===== config.mk =====
export PLATFORM = sky130hd
export DESIGN_NAME = pac_move_sched_flat
export DESIGN_NICKNAME = d
export VERILOG_FILES = /design/src/rtl/pac_move_sched_pkg.sv /design/src/rtl/pac_move_sched_if.sv /design/src/rtl/pac_move_sched_dir_arb.sv /design/src/rtl/pac_move_sched.sv /design/src/flat_wrapper.sv
export SDC_FILE = /design/constraint.sdc
export NUM_CORES = 1
export LEC_CHECK = 0
export CAP_MARGIN = 20
export CORE_MARGIN = 2
export CORE_UTILIZATION = 40
export CTS_CLUSTER_SIZE = 25
export DETAILED_ROUTE_END_ITERATION = 7
export GPL_ROUTABILITY_DRIVEN = 0
export PLACE_DENSITY_LB_ADDON = 0.1
export SYNTH_ARGS = -nofsm -noshare
export SYNTH_HDL_FRONTEND = slang
export SYNTH_SLANG_ARGS = --single-unit

===== constraint.sdc =====
create_clock -name clk -period 1.8 [get_ports clk]
set_input_delay 0.18 -clock clk [delete_from_list [all_inputs] [get_ports clk]]
set_output_delay 0.18 -clock clk [all_outputs]
set_load 0.005 [all_outputs]

===== src/rtl/pac_move_sched_pkg.sv =====
// Shared state/direction codes and default tuning constants for the Pac-Man move scheduler.
package pac_pkg;

  localparam int TICK_DIV_DEF    = 5;
  localparam int READY_TICKS_DEF = 20;
  localparam int DEATH_TICKS_DEF = 15;
  localparam int LIVES_DEF       = 3;
  localparam int BUF_TICKS_DEF   = 8;
  localparam int NUM_PELLETS_DEF = 8;

  // Width shared by the tick divider, phase counter and request age counter.
  localparam int CNT_W = 8;

  typedef enum logic [2:0] {
    ST_IDLE   = 3'd0,
    ST_READY  = 3'd1,
    ST_PLAY   = 3'd2,
    ST_DYING  = 3'd3,
    ST_WON    = 3'd4,
    ST_OVER   = 3'd5,
    ST_PAUSED = 3'd6
  } state_t;

  typedef enum logic [1:0] {
    DIR_UP    = 2'd0,
    DIR_RIGHT = 2'd1,
    DIR_LEFT  = 2'd2,
    DIR_DOWN  = 2'd3
  } dir_t;

  // btn is {down, left, right, up}; up wins, down only when it is alone.
  function automatic dir_t prio_dir(input logic [3:0] btn);
    dir_t d;
    if (btn[0])      d = DIR_UP;
    else if (btn[1]) d = DIR_RIGHT;
    else if (btn[2]) d = DIR_LEFT;
    else             d = DIR_DOWN;
    return d;
  endfunction

endpackage


===== src/rtl/pac_move_sched_if.sv =====
// Button/sprite-side bundle of the move scheduler; the pause input exists only with PAC_PAUSE_EN.
interface pac_move_sched_if #(
  parameter int NUM_PELLETS = pac_pkg::NUM_PELLETS_DEF
);
  logic                   tick;
  logic                   start;
  logic                   btn_up;
  logic                   btn_right;
  logic                   btn_left;
  logic                   btn_down;
  logic                   wall_up;
  logic                   wall_right;
  logic                   wall_left;
  logic                   wall_down;
  logic [NUM_PELLETS-1:0] pellet_eaten;
  logic                   ghost_hit;
`ifdef PAC_PAUSE_EN
  logic                   pause;
`endif
  logic                   move_valid;
  logic [1:0]             move_dir;
  logic [1:0]             cur_dir;
  logic [2:0]             state;
  logic [1:0]             lives;
  logic                   sprite_rst;

  modport slave (
`ifdef PAC_PAUSE_EN
    input  pause,
`endif
    input  tick, start, btn_up, btn_right, btn_left, btn_down,
    input  wall_up, wall_right, wall_left, wall_down, pellet_eaten, ghost_hit,
    output move_valid, move_dir, cur_dir, state, lives, sprite_rst
  );

  modport master (
`ifdef PAC_PAUSE_EN
    output pause,
`endif
    output tick, start, btn_up, btn_right, btn_left, btn_down,
    output wall_up, wall_right, wall_left, wall_down, pellet_eaten, ghost_hit,
    input  move_valid, move_dir, cur_dir, state, lives, sprite_rst
  );
endinterface


===== src/rtl/pac_move_sched_dir_arb.sv =====
// Direction arbiter: picks one button by priority and keeps it buffered for BUF_TICKS ticks.
module pac_dir_arb
  import pac_pkg::*;
#(
  parameter int BUF_TICKS = BUF_TICKS_DEF
) (
  input  logic       clk,
  input  logic       rst,
  input  logic [3:0] btn,
  input  logic       tick,
  input  logic       clear,
  input  logic       consume,
  output logic       req_valid,
  output dir_t       req_dir
);

  localparam logic [CNT_W-1:0] BUF_LOAD = CNT_W'(BUF_TICKS);
  localparam logic [CNT_W-1:0] ONE      = CNT_W'(1);

  logic             valid_reg, valid_next;
  dir_t             dir_reg, dir_next;
  logic [CNT_W-1:0] cnt_reg, cnt_next;

  // A fresh press beats both consumption and ageing in the same cycle.
  always_comb begin
    valid_next = valid_reg;
    dir_next   = dir_reg;
    cnt_next   = cnt_reg;
    if (clear) begin
      valid_next = 1'b0;
      cnt_next   = '0;
    end else if (|btn) begin
      valid_next = 1'b1;
      dir_next   = prio_dir(btn);
      cnt_next   = BUF_LOAD;
    end else if (consume) begin
      valid_next = 1'b0;
      cnt_next   = '0;
    end else if (tick && valid_reg) begin
      cnt_next = cnt_reg - ONE;
      if (cnt_reg <= ONE) valid_next = 1'b0;
    end
  end

  always_ff @(posedge clk or negedge rst) begin
    if (!rst) begin
      valid_reg <= 1'b0;
      dir_reg   <= DIR_UP;
      cnt_reg   <= '0;
    end else begin
      valid_reg <= valid_next;
      dir_reg   <= dir_next;
      cnt_reg   <= cnt_next;
    end
  end

  assign req_valid = valid_reg;
  assign req_dir   = dir_reg;

endmodule


===== src/rtl/pac_move_sched.sv =====
// Game FSM, lives, step divider and move-slot logic for the Pac-Man sprite datapath.
// Optional pause support is compiled in with PAC_PAUSE_EN.
module pac_move_sched
  import pac_pkg::*;
#(
  parameter int TICK_DIV    = TICK_DIV_DEF,
  parameter int READY_TICKS = READY_TICKS_DEF,
  parameter int DEATH_TICKS = DEATH_TICKS_DEF,
  parameter int LIVES       = LIVES_DEF,
  parameter int BUF_TICKS   = BUF_TICKS_DEF,
  parameter int NUM_PELLETS = NUM_PELLETS_DEF
) (
  input logic              clk,
  input logic              rst,
  pac_move_sched_if.slave  bus
);

  localparam logic [CNT_W-1:0]       DIV_LAST   = CNT_W'(TICK_DIV - 1);
  localparam logic [CNT_W-1:0]       READY_LAST = CNT_W'(READY_TICKS - 1);
  localparam logic [CNT_W-1:0]       DEATH_LAST = CNT_W'(DEATH_TICKS - 1);
  localparam logic [CNT_W-1:0]       ONE        = CNT_W'(1);
  localparam logic [1:0]             LIVES_LOAD = 2'(LIVES);
  localparam logic [NUM_PELLETS-1:0] ALL_EATEN  = '1;

  state_t           state_reg, state_next;
  logic [1:0]       lives_reg, lives_next;
  dir_t             cur_dir_reg, cur_dir_next;
  logic             moving_reg, moving_next;
  logic [CNT_W-1:0] div_reg, div_next;
  logic [CNT_W-1:0] phase_reg, phase_next;
  logic             move_valid_reg, move_valid_next;
  dir_t             move_dir_reg, move_dir_next;
  logic             sprite_rst_reg, sprite_rst_next;

  logic [3:0] btn_vec;
  logic [3:0] wall_vec;
  logic       in_play;
  logic       buf_keep;
  logic       take_req;
  logic       req_valid;
  dir_t       req_dir;

  assign btn_vec  = {bus.btn_down, bus.btn_left, bus.btn_right, bus.btn_up};
  assign wall_vec = {bus.wall_down, bus.wall_left, bus.wall_right, bus.wall_up};
  assign in_play  = (state_reg == ST_PLAY);

`ifdef PAC_PAUSE_EN
  logic pause_d_reg;
  logic pause_rise;
  assign pause_rise = bus.pause & ~pause_d_reg;
  assign buf_keep   = in_play || (state_reg == ST_PAUSED);

  always_ff @(posedge clk or negedge rst) begin
    if (!rst) pause_d_reg <= 1'b0;
    else      pause_d_reg <= bus.pause;
  end
`else
  assign buf_keep = in_play;
`endif

  // Outside PLAY the arbiter sees no buttons and no ticks, so a paused buffer simply holds.
  pac_dir_arb #(
    .BUF_TICKS (BUF_TICKS)
  ) u_arb (
    .clk       (clk),
    .rst       (rst),
    .btn       (in_play ? btn_vec : 4'b0000),
    .tick      (bus.tick & in_play),
    .clear     (~buf_keep),
    .consume   (take_req),
    .req_valid (req_valid),
    .req_dir   (req_dir)
  );

  always_comb begin
    state_next      = state_reg;
    lives_next      = lives_reg;
    cur_dir_next    = cur_dir_reg;
    moving_next     = moving_reg;
    div_next        = div_reg;
    phase_next      = phase_reg;
    move_valid_next = 1'b0;
    move_dir_next   = move_dir_reg;
    sprite_rst_next = 1'b0;
    take_req        = 1'b0;
    case (state_reg)
      ST_IDLE: begin
        if (bus.start) begin
          state_next      = ST_READY;
          lives_next      = LIVES_LOAD;
          sprite_rst_next = 1'b1;
          phase_next      = '0;
        end
      end
      ST_READY: begin
        cur_dir_next = DIR_UP;
        moving_next  = 1'b0;
        if (bus.tick) begin
          if (phase_reg == READY_LAST) begin
            state_next = ST_PLAY;
            phase_next = '0;
            div_next   = '0;
          end else begin
            phase_next = phase_reg + ONE;
          end
        end
      end
      ST_PLAY: begin
        // A ghost hit suppresses any move pulse from a coincident slot.
        if (bus.ghost_hit) begin
          state_next = ST_DYING;
          phase_next = '0;
        end else if (bus.pellet_eaten == ALL_EATEN) begin
          state_next = ST_WON;
`ifdef PAC_PAUSE_EN
        end else if (pause_rise) begin
          state_next = ST_PAUSED;
`endif
        end else if (bus.tick) begin
          div_next = (div_reg == DIV_LAST) ? '0 : div_reg + ONE;
          if (div_reg == DIV_LAST) begin
            if (req_valid && !wall_vec[req_dir]) begin
              cur_dir_next    = req_dir;
              moving_next     = 1'b1;
              take_req        = 1'b1;
              move_valid_next = 1'b1;
              move_dir_next   = req_dir;
            end else if (moving_reg && !wall_vec[cur_dir_reg]) begin
              move_valid_next = 1'b1;
              move_dir_next   = cur_dir_reg;
            end else begin
              moving_next = 1'b0;
            end
          end
        end
      end
      ST_DYING: begin
        if (bus.tick) begin
          if (phase_reg == DEATH_LAST) begin
            phase_next = '0;
            if (lives_reg <= 2'd1) begin
              state_next = ST_OVER;
              lives_next = 2'd0;
            end else begin
              state_next      = ST_READY;
              lives_next      = lives_reg - 2'd1;
              sprite_rst_next = 1'b1;
            end
          end else begin
            phase_next = phase_reg + ONE;
          end
        end
      end
      ST_WON, ST_OVER: begin
        if (bus.start) state_next = ST_IDLE;
      end
`ifdef PAC_PAUSE_EN
      ST_PAUSED: begin
        if (pause_rise) state_next = ST_PLAY;
      end
`endif
      default: state_next = ST_IDLE;
    endcase
  end

  always_ff @(posedge clk or negedge rst) begin
    if (!rst) begin
      state_reg      <= ST_IDLE;
      lives_reg      <= 2'd0;
      cur_dir_reg    <= DIR_UP;
      moving_reg     <= 1'b0;
      div_reg        <= '0;
      phase_reg      <= '0;
      move_valid_reg <= 1'b0;
      move_dir_reg   <= DIR_UP;
      sprite_rst_reg <= 1'b0;
    end else begin
      state_reg      <= state_next;
      lives_reg      <= lives_next;
      cur_dir_reg    <= cur_dir_next;
      moving_reg     <= moving_next;
      div_reg        <= div_next;
      phase_reg      <= phase_next;
      move_valid_reg <= move_valid_next;
      move_dir_reg   <= move_dir_next;
      sprite_rst_reg <= sprite_rst_next;
    end
  end

  assign bus.move_valid = move_valid_reg;
  assign bus.move_dir   = move_dir_reg;
  assign bus.cur_dir    = cur_dir_reg;
  assign bus.state      = state_reg;
  assign bus.lives      = lives_reg;
  assign bus.sprite_rst = sprite_rst_reg;

endmodule


===== src/flat_wrapper.sv =====
// flat-port wrapper written by rule: the top's interface ports become plain ports
module pac_move_sched_flat import pac_pkg::*;
#(
  parameter int TICK_DIV    = TICK_DIV_DEF,
  parameter int READY_TICKS = READY_TICKS_DEF,
  parameter int DEATH_TICKS = DEATH_TICKS_DEF,
  parameter int LIVES       = LIVES_DEF,
  parameter int BUF_TICKS   = BUF_TICKS_DEF,
  parameter int NUM_PELLETS = NUM_PELLETS_DEF
)
  (clk, rst, bus_tick, bus_start, bus_btn_up, bus_btn_right, bus_btn_left, bus_btn_down, bus_wall_up, bus_wall_right, bus_wall_left, bus_wall_down, bus_pellet_eaten, bus_ghost_hit, bus_move_valid, bus_move_dir, bus_cur_dir, bus_state, bus_lives, bus_sprite_rst);
  pac_move_sched_if #(.NUM_PELLETS(NUM_PELLETS)) bus_i ();
  input logic clk;
  input logic rst;
  input wire logic [$bits(bus_i.tick)-1:0] bus_tick;
  input wire logic [$bits(bus_i.start)-1:0] bus_start;
  input wire logic [$bits(bus_i.btn_up)-1:0] bus_btn_up;
  input wire logic [$bits(bus_i.btn_right)-1:0] bus_btn_right;
  input wire logic [$bits(bus_i.btn_left)-1:0] bus_btn_left;
  input wire logic [$bits(bus_i.btn_down)-1:0] bus_btn_down;
  input wire logic [$bits(bus_i.wall_up)-1:0] bus_wall_up;
  input wire logic [$bits(bus_i.wall_right)-1:0] bus_wall_right;
  input wire logic [$bits(bus_i.wall_left)-1:0] bus_wall_left;
  input wire logic [$bits(bus_i.wall_down)-1:0] bus_wall_down;
  input wire logic [$bits(bus_i.pellet_eaten)-1:0] bus_pellet_eaten;
  input wire logic [$bits(bus_i.ghost_hit)-1:0] bus_ghost_hit;
  output wire logic [$bits(bus_i.move_valid)-1:0] bus_move_valid;
  output wire logic [$bits(bus_i.move_dir)-1:0] bus_move_dir;
  output wire logic [$bits(bus_i.cur_dir)-1:0] bus_cur_dir;
  output wire logic [$bits(bus_i.state)-1:0] bus_state;
  output wire logic [$bits(bus_i.lives)-1:0] bus_lives;
  output wire logic [$bits(bus_i.sprite_rst)-1:0] bus_sprite_rst;
  assign bus_i.tick = bus_tick;
  assign bus_i.start = bus_start;
  assign bus_i.btn_up = bus_btn_up;
  assign bus_i.btn_right = bus_btn_right;
  assign bus_i.btn_left = bus_btn_left;
  assign bus_i.btn_down = bus_btn_down;
  assign bus_i.wall_up = bus_wall_up;
  assign bus_i.wall_right = bus_wall_right;
  assign bus_i.wall_left = bus_wall_left;
  assign bus_i.wall_down = bus_wall_down;
  assign bus_i.pellet_eaten = bus_pellet_eaten;
  assign bus_i.ghost_hit = bus_ghost_hit;
  assign bus_move_valid = bus_i.move_valid;
  assign bus_move_dir = bus_i.move_dir;
  assign bus_cur_dir = bus_i.cur_dir;
  assign bus_state = bus_i.state;
  assign bus_lives = bus_i.lives;
  assign bus_sprite_rst = bus_i.sprite_rst;
  pac_move_sched #(.TICK_DIV(TICK_DIV), .READY_TICKS(READY_TICKS), .DEATH_TICKS(DEATH_TICKS), .LIVES(LIVES), .BUF_TICKS(BUF_TICKS), .NUM_PELLETS(NUM_PELLETS)) u_core (.clk(clk), .rst(rst), .bus(bus_i));
endmodule

After elaboration in Yosys (flattened, before gate mapping)
Index checks and enable logic that the tools add are counted.

$add $sub $neg: 4. $lt $le $gt $ge: 4. Equality and inequality tests: 25. Mux-type cells: 79. Bitwise operators: 3. Reductions and logical operators: 21.

Operators with widths (count): 2-to-1 mux 8 bit (16); case mux 8 bit (4 select lines) (1); 2-to-1 mux 1 bit (31); 2-to-1 mux 3 bit (9); 2-to-1 mux 2 bit (13); AND reduction 6 bit (4); inequality test 2 bit, second input constant (10); adder 8 x 1 -> 8 bit, second input constant (2); case mux 8 bit (2 select lines) (1); case mux 3 bit (5 select lines) (1); equality test 8 x 3 -> 1 bit, second input constant (1); equality test 8 x 4 -> 1 bit, second input constant (1); equality test 8 x 5 -> 1 bit, second input constant (1); equality test 8 bit, second input constant (1); less-or-equal comparator 8 x 1 -> 1 bit, second input constant (1); inequality test 4 bit, second input constant (2); case mux 2 bit (2 select lines) (2); subtractor 8 x 1 -> 8 bit, second input constant (1); AND reduction 7 bit (1); equality test 3 x 2 -> 1 bit, second input constant (2); equality test 3 bit, second input constant (2); < comparator 2 x 3 -> 1 bit, second input constant (2); inequality test 3 bit, second input constant (2); nonzero test 2 bit (3); other kinds (18) (26).

Bits in registers: 39. Input port bits: 21.

Depth between registers and ports, before layout
Depth in word-level cells: 13. Mapped depth: 7. Depth with buffers taken out: 7.

By module
Synthesis repeated with hierarchy kept, for this count alone.

Cells, all modules: 256. Area, all modules: 2443.6 um^2.

Modules (own cells, without submodules): pac_move_sched (instances 1, cells each 201, area an instance 1881.8 um^2); pac_dir_arb (instances 1, cells each 55, area an instance 561.8 um^2).

Least setup slack after synthesis
No wires, ideal clock.

Kind: reg2reg. Start point: register u_core.div_reg[0]. End point: register u_core.div_reg[3]. Setup time: 0.129 ns. Arrival time: 1.789 ns. Data required time: 1.671 ns. Slack: -0.118 ns. Cell stages (with the launch flop): 8. Clock period less this slack: 1.918 ns. Cells stage by stage: dfrtp_1 inv_1 ha_1 or4b_4 o41ai_4 or2_1 buf_2 o21ai_0.

Longest elaborated chain between the ends: 6. Elaborated cells on any way between the ends: 7. Classes of those cells: add/sub (1); eq/ne (1); mux (5).

Ends and longest elaborated chain: from (decl) (line pac_move_sched.sv:29) `logic [CNT_W-1:0] div_reg, div_next;`; from (signal assigned) (line pac_move_sched.sv:182) `div_reg <= div_next;`; adder 8 x 1 -> 8 bit or equality test 8 x 3 -> 1 bit (tied branches) (line pac_move_sched.sv:120) `div_next = (div_reg == DIV_LAST) ? '0 : div_reg + ONE;`; 2-to-1 mux 8 bit (*) (line pac_move_sched.sv:120); 2-to-1 mux 8 bit (*) (line pac_move_sched.sv:119) `end else if (bus.tick) begin`; 2-to-1 mux 8 bit (*) (line pac_move_sched.sv:113) `end else if (bus.pellet_eaten == ALL_EATEN) begin`; 2-to-1 mux 8 bit (*) (line pac_move_sched.sv:110) `if (bus.ghost_hit) begin`; case mux 8 bit (2 select lines) (*) (line pac_move_sched.sv:86) `case (state_reg)`.

Mark *: on every way between the ends. The rest lies on a longest branch, timed or not. The select of a mux whose other input is x is not followed. A chain may end at the register's enable or synchronous reset.

Worst setup path after layout
Start point: register u_core.div_reg[1]. End point: register u_core.cur_dir_reg[0] (netlist: u_core.bus.cur_dir[0]).

Longest elaborated chain between the ends: 3.

Ends and longest elaborated chain: equality test 8 x 3 -> 1 bit (line pac_move_sched.sv:121) `if (div_reg == DIV_LAST) begin`; inequality test 2 bit (no line); AND reduction 6 bit (no line); to (signal assigned) (line pac_move_sched.sv:180) `cur_dir_reg <= cur_dir_next;`; to (decl) (line pac_move_sched.sv:27) `dir_t cur_dir_reg, cur_dir_next;`.

No other way between the ends.

==> out/metrics.yaml <==
critical_path:
  crit_fanout: 3
  crit_arrival_ns: 2.15
  end_kind: "register"
  path_class: "register to register"
  critPathLaunchType: "register"
  critPathRequiredTime_ns: 1.99
yosys:
  ys_warn_count: 0
  synth-seq-cells: 39
  synth_enable_flop_cells: 0
  syn_area_mm2: 0.002345
  syn_inst: 241
  syn_nets: 268
  synthArstFlopShare_pct: 100.0
  syn_area_per_cell_um2: 9.729
  synth_ff_type: "dfrtp_1"
  synth-seq-area-share_pct: 41.62
  synth_cell_type_count: 55
clock_network:
  clk_pin_slew_worst_paths_ns: 0.08
  cts_buffers: 5
  clockBufferDepth: 2
  h-tree-depth: 2
  root_buffer: "clkbuf_8"
  cts_tree: "done"
  clock_latency_ns: 0.29
  cts_sinks: 39
floorplan:
  die_h_um: 80.56
  core_mm2: 0.005574
  die_w_um: 80.56
  die_area_mm2: 0.006490
  ios: 32
  start_util_pct: 42.07
  rows: 27
sta:
  max_freq_mhz: 509.6
  fin_worst_skew_ns: 0.006178
  min_period_over_period_pct: 109.0
  slew_headroom_pct: 65.94
  grt_setup_unrepaired: "yes"
  finalSetupViolations: 26
  finalWorstSetupSlack_ns: -0.1622
  finalMaxSlewViolations: 0
  worst_pin_slew_ns: 0.5109
  fin_crit_ns: 1.962
  hold_viol_final: 0
detailed_routing:
  vias: 2145
  ant_nets: 0
  drcViolationCount: 0
  dr.pass1.iters: 4
  drt-total-wl_um: 5643
  wl_per_cell_um: 13.76
  drt_iter0_drc: 57
  avgViaCountPerCell: 5.232
outcome:
  status: "complete, but fails checks"
  violations: "setup timing"
finish:
  fin_nets: 365
  drive_gt1_share_pct: 32.25
  antennaDiodeCount: 0
  fillers: 487
  layout_common_cells: "57 x buf_4, 39 x dfrtp_1, 30 x clkdlybuf4s50_1"
  syn_to_final_growth_pct: 45.46
  stdcell_area_mm2: 0.003411
  layout_commonest_cell: "buf_4"
global_routing:
  grt_max_degree: 40
  grt_pass1_vias: 2119
  gr-usage-all-layers_pct: 18.59
  grt_pass1_wl_um: 9301
  gr-total-overflow: 0
  antenna_found_initial: 0
place:
  placed_area_mm2: 0.003142
  place_ws_ns: -0.2770
  port_buffers: 31
  dpl.hpwl_um: 4197
power_and_ir_drop:
  ir_drop_uv: 869.5
  power_leakage_uw: 0.001571
  p_total_uw: 3658
  power_density_mw_per_mm2: 1072
worst_hold_path:
  worst_hold_path_type: "input port to asynchronous set/reset pin"
job:
  cap_violations: 0
==> layer usage <==
metal | global-route usage, % | up-vias | part of all wire (%)
met4 | 6.780 | 0 | 1.6
met2 | 32.75 | 18 | 51
met3 | 3.596 | 9 | 2.2
met1 | 22.40 | 1048 | 45
met5 | 0 | - | 0
li1 | - | 1070 | -
==> critical path: stages, from the launching register on <==
cell and delay, ns:
dfrtp_1 0.38, inv_1 0.06, ha_1 0.13, or4b_4 0.52, nor2_4 0.12, nor4b_4 0.22
buf_4 0.16, a21oi_2 0.06, a22o_1 0.22
==> synthesized netlist by cell type (3+ instances only) <==
cell      number  area share [%]
nand2_1       16             2.6
mux2_2         5             2.4
and3_1        10             2.7
dfrtp_1       39              42
nor2_1        25             4.0
o21ai_0       16             3.4
xor2_1         5             1.9
ha_1           6             3.2
a22oi_1        3            0.96
nand3_1        9             1.9
mux2i_1        7             3.0
clkbuf_1       3            0.48
nor3_1         3            0.64
a21oi_1        5             1.1
a22o_1         6             2.2
nor2b_1       11             2.9
or3_1          4             1.1
a221o_1        3             1.3
o31ai_2        4             2.1
nand4_1        6             1.6
o31ai_1        3            0.96
inv_1         12             1.9
==> area by class of cell <==
cell class | count | area, um^2 | area share [%]
clock buffers | 6 | 82.58 | 2.421
multi-input cells | 184 | 1388 | 40.68
flip-flops and latches | 39 | 975.9 | 28.61
well taps | 72 | 90.09 | 2.641
clock inverters | 1 | 5.005 | 0.1467
inverters | 12 | 47.55 | 1.394
repair buffers | 96 | 822.0 | 24.10
==> path summary, 6_finish.rpt <==
kind,to,depth (start not counted),from,slack (ns)
setup / recovery,u_core.bus.cur_dir[0]$_DFFE_PN0P_,8,u_core.div_reg[1]$_DFFE_PN0P_,-0.16
hold / removal,u_core.u_arb.cnt_reg[5]$_DFFE_PN0P_,3,rst,0.47
setup reg to reg,u_core.bus.cur_dir[0]$_DFFE_PN0P_,8,u_core.div_reg[1]$_DFFE_PN0P_,-0.16
hold reg to reg,u_core.bus.move_dir[1]$_DFFE_PN0P_,2,u_core.bus.move_dir[1]$_DFFE_PN0P_,0.52
max in group asynchronous,u_core.div_reg[2]$_DFFE_PN0P_,3,rst,0.96
min in group clk,u_core.bus.move_dir[1]$_DFFE_PN0P_,2,u_core.bus.move_dir[1]$_DFFE_PN0P_,0.52
==> metrics by stage <==
step | utilization, % | hold WS [ns] | cells | setup TNS, ns
2_1_floorplan | - | -0.1156 | 241 | -0.9325
3_3_place_gp | 56.36 | 0.2743 | 395 | -3.498
3_5_place_dp | 56.36 | 0.2700 | 395 | -4.821
4_1_cts | 59.57 | 0.4893 | 407 | -2.797
5_1_grt | 61.19 | 0.5393 | 410 | -6.166
6_report | 61.19 | 0.4670 | 410 | -2.569
==> what timing repair did <==
item	4_1_cts	5_1_grt
resized for setup	20	18
pin swaps	9	15
setup buffers	4	4
setup endpoints to repair	33	36
hold buffers	1	0
endpoints found under the hold margin	39	0
==> cell families (layout without fill, tap and decap cells) <==
group / Yosys count / after routing / share of synthesized area [%]
buffers and inverters: 18 / 115 / 3.308
multiplexers: 12 / 12 / 5.389
adder cells (fa/ha/maj): 6 / 6 / 3.202
AND/OR/NAND/NOR: 105 / 105 / 26.25
AO/OA/AOI/OAI: 54 / 54 / 17.61
XOR/XNOR: 7 / 7 / 2.615
flip-flops: 39 / 39 / 41.62
==> where the power goes <==
part / total (uW) / internal [uW] / switching (uW)
clock network: 600 / 301 / 299
registers: 1170 / 1050 / 124
logic: 1890 / 1020 / 867
Note: power is estimated with default switching activity, not from simulation.
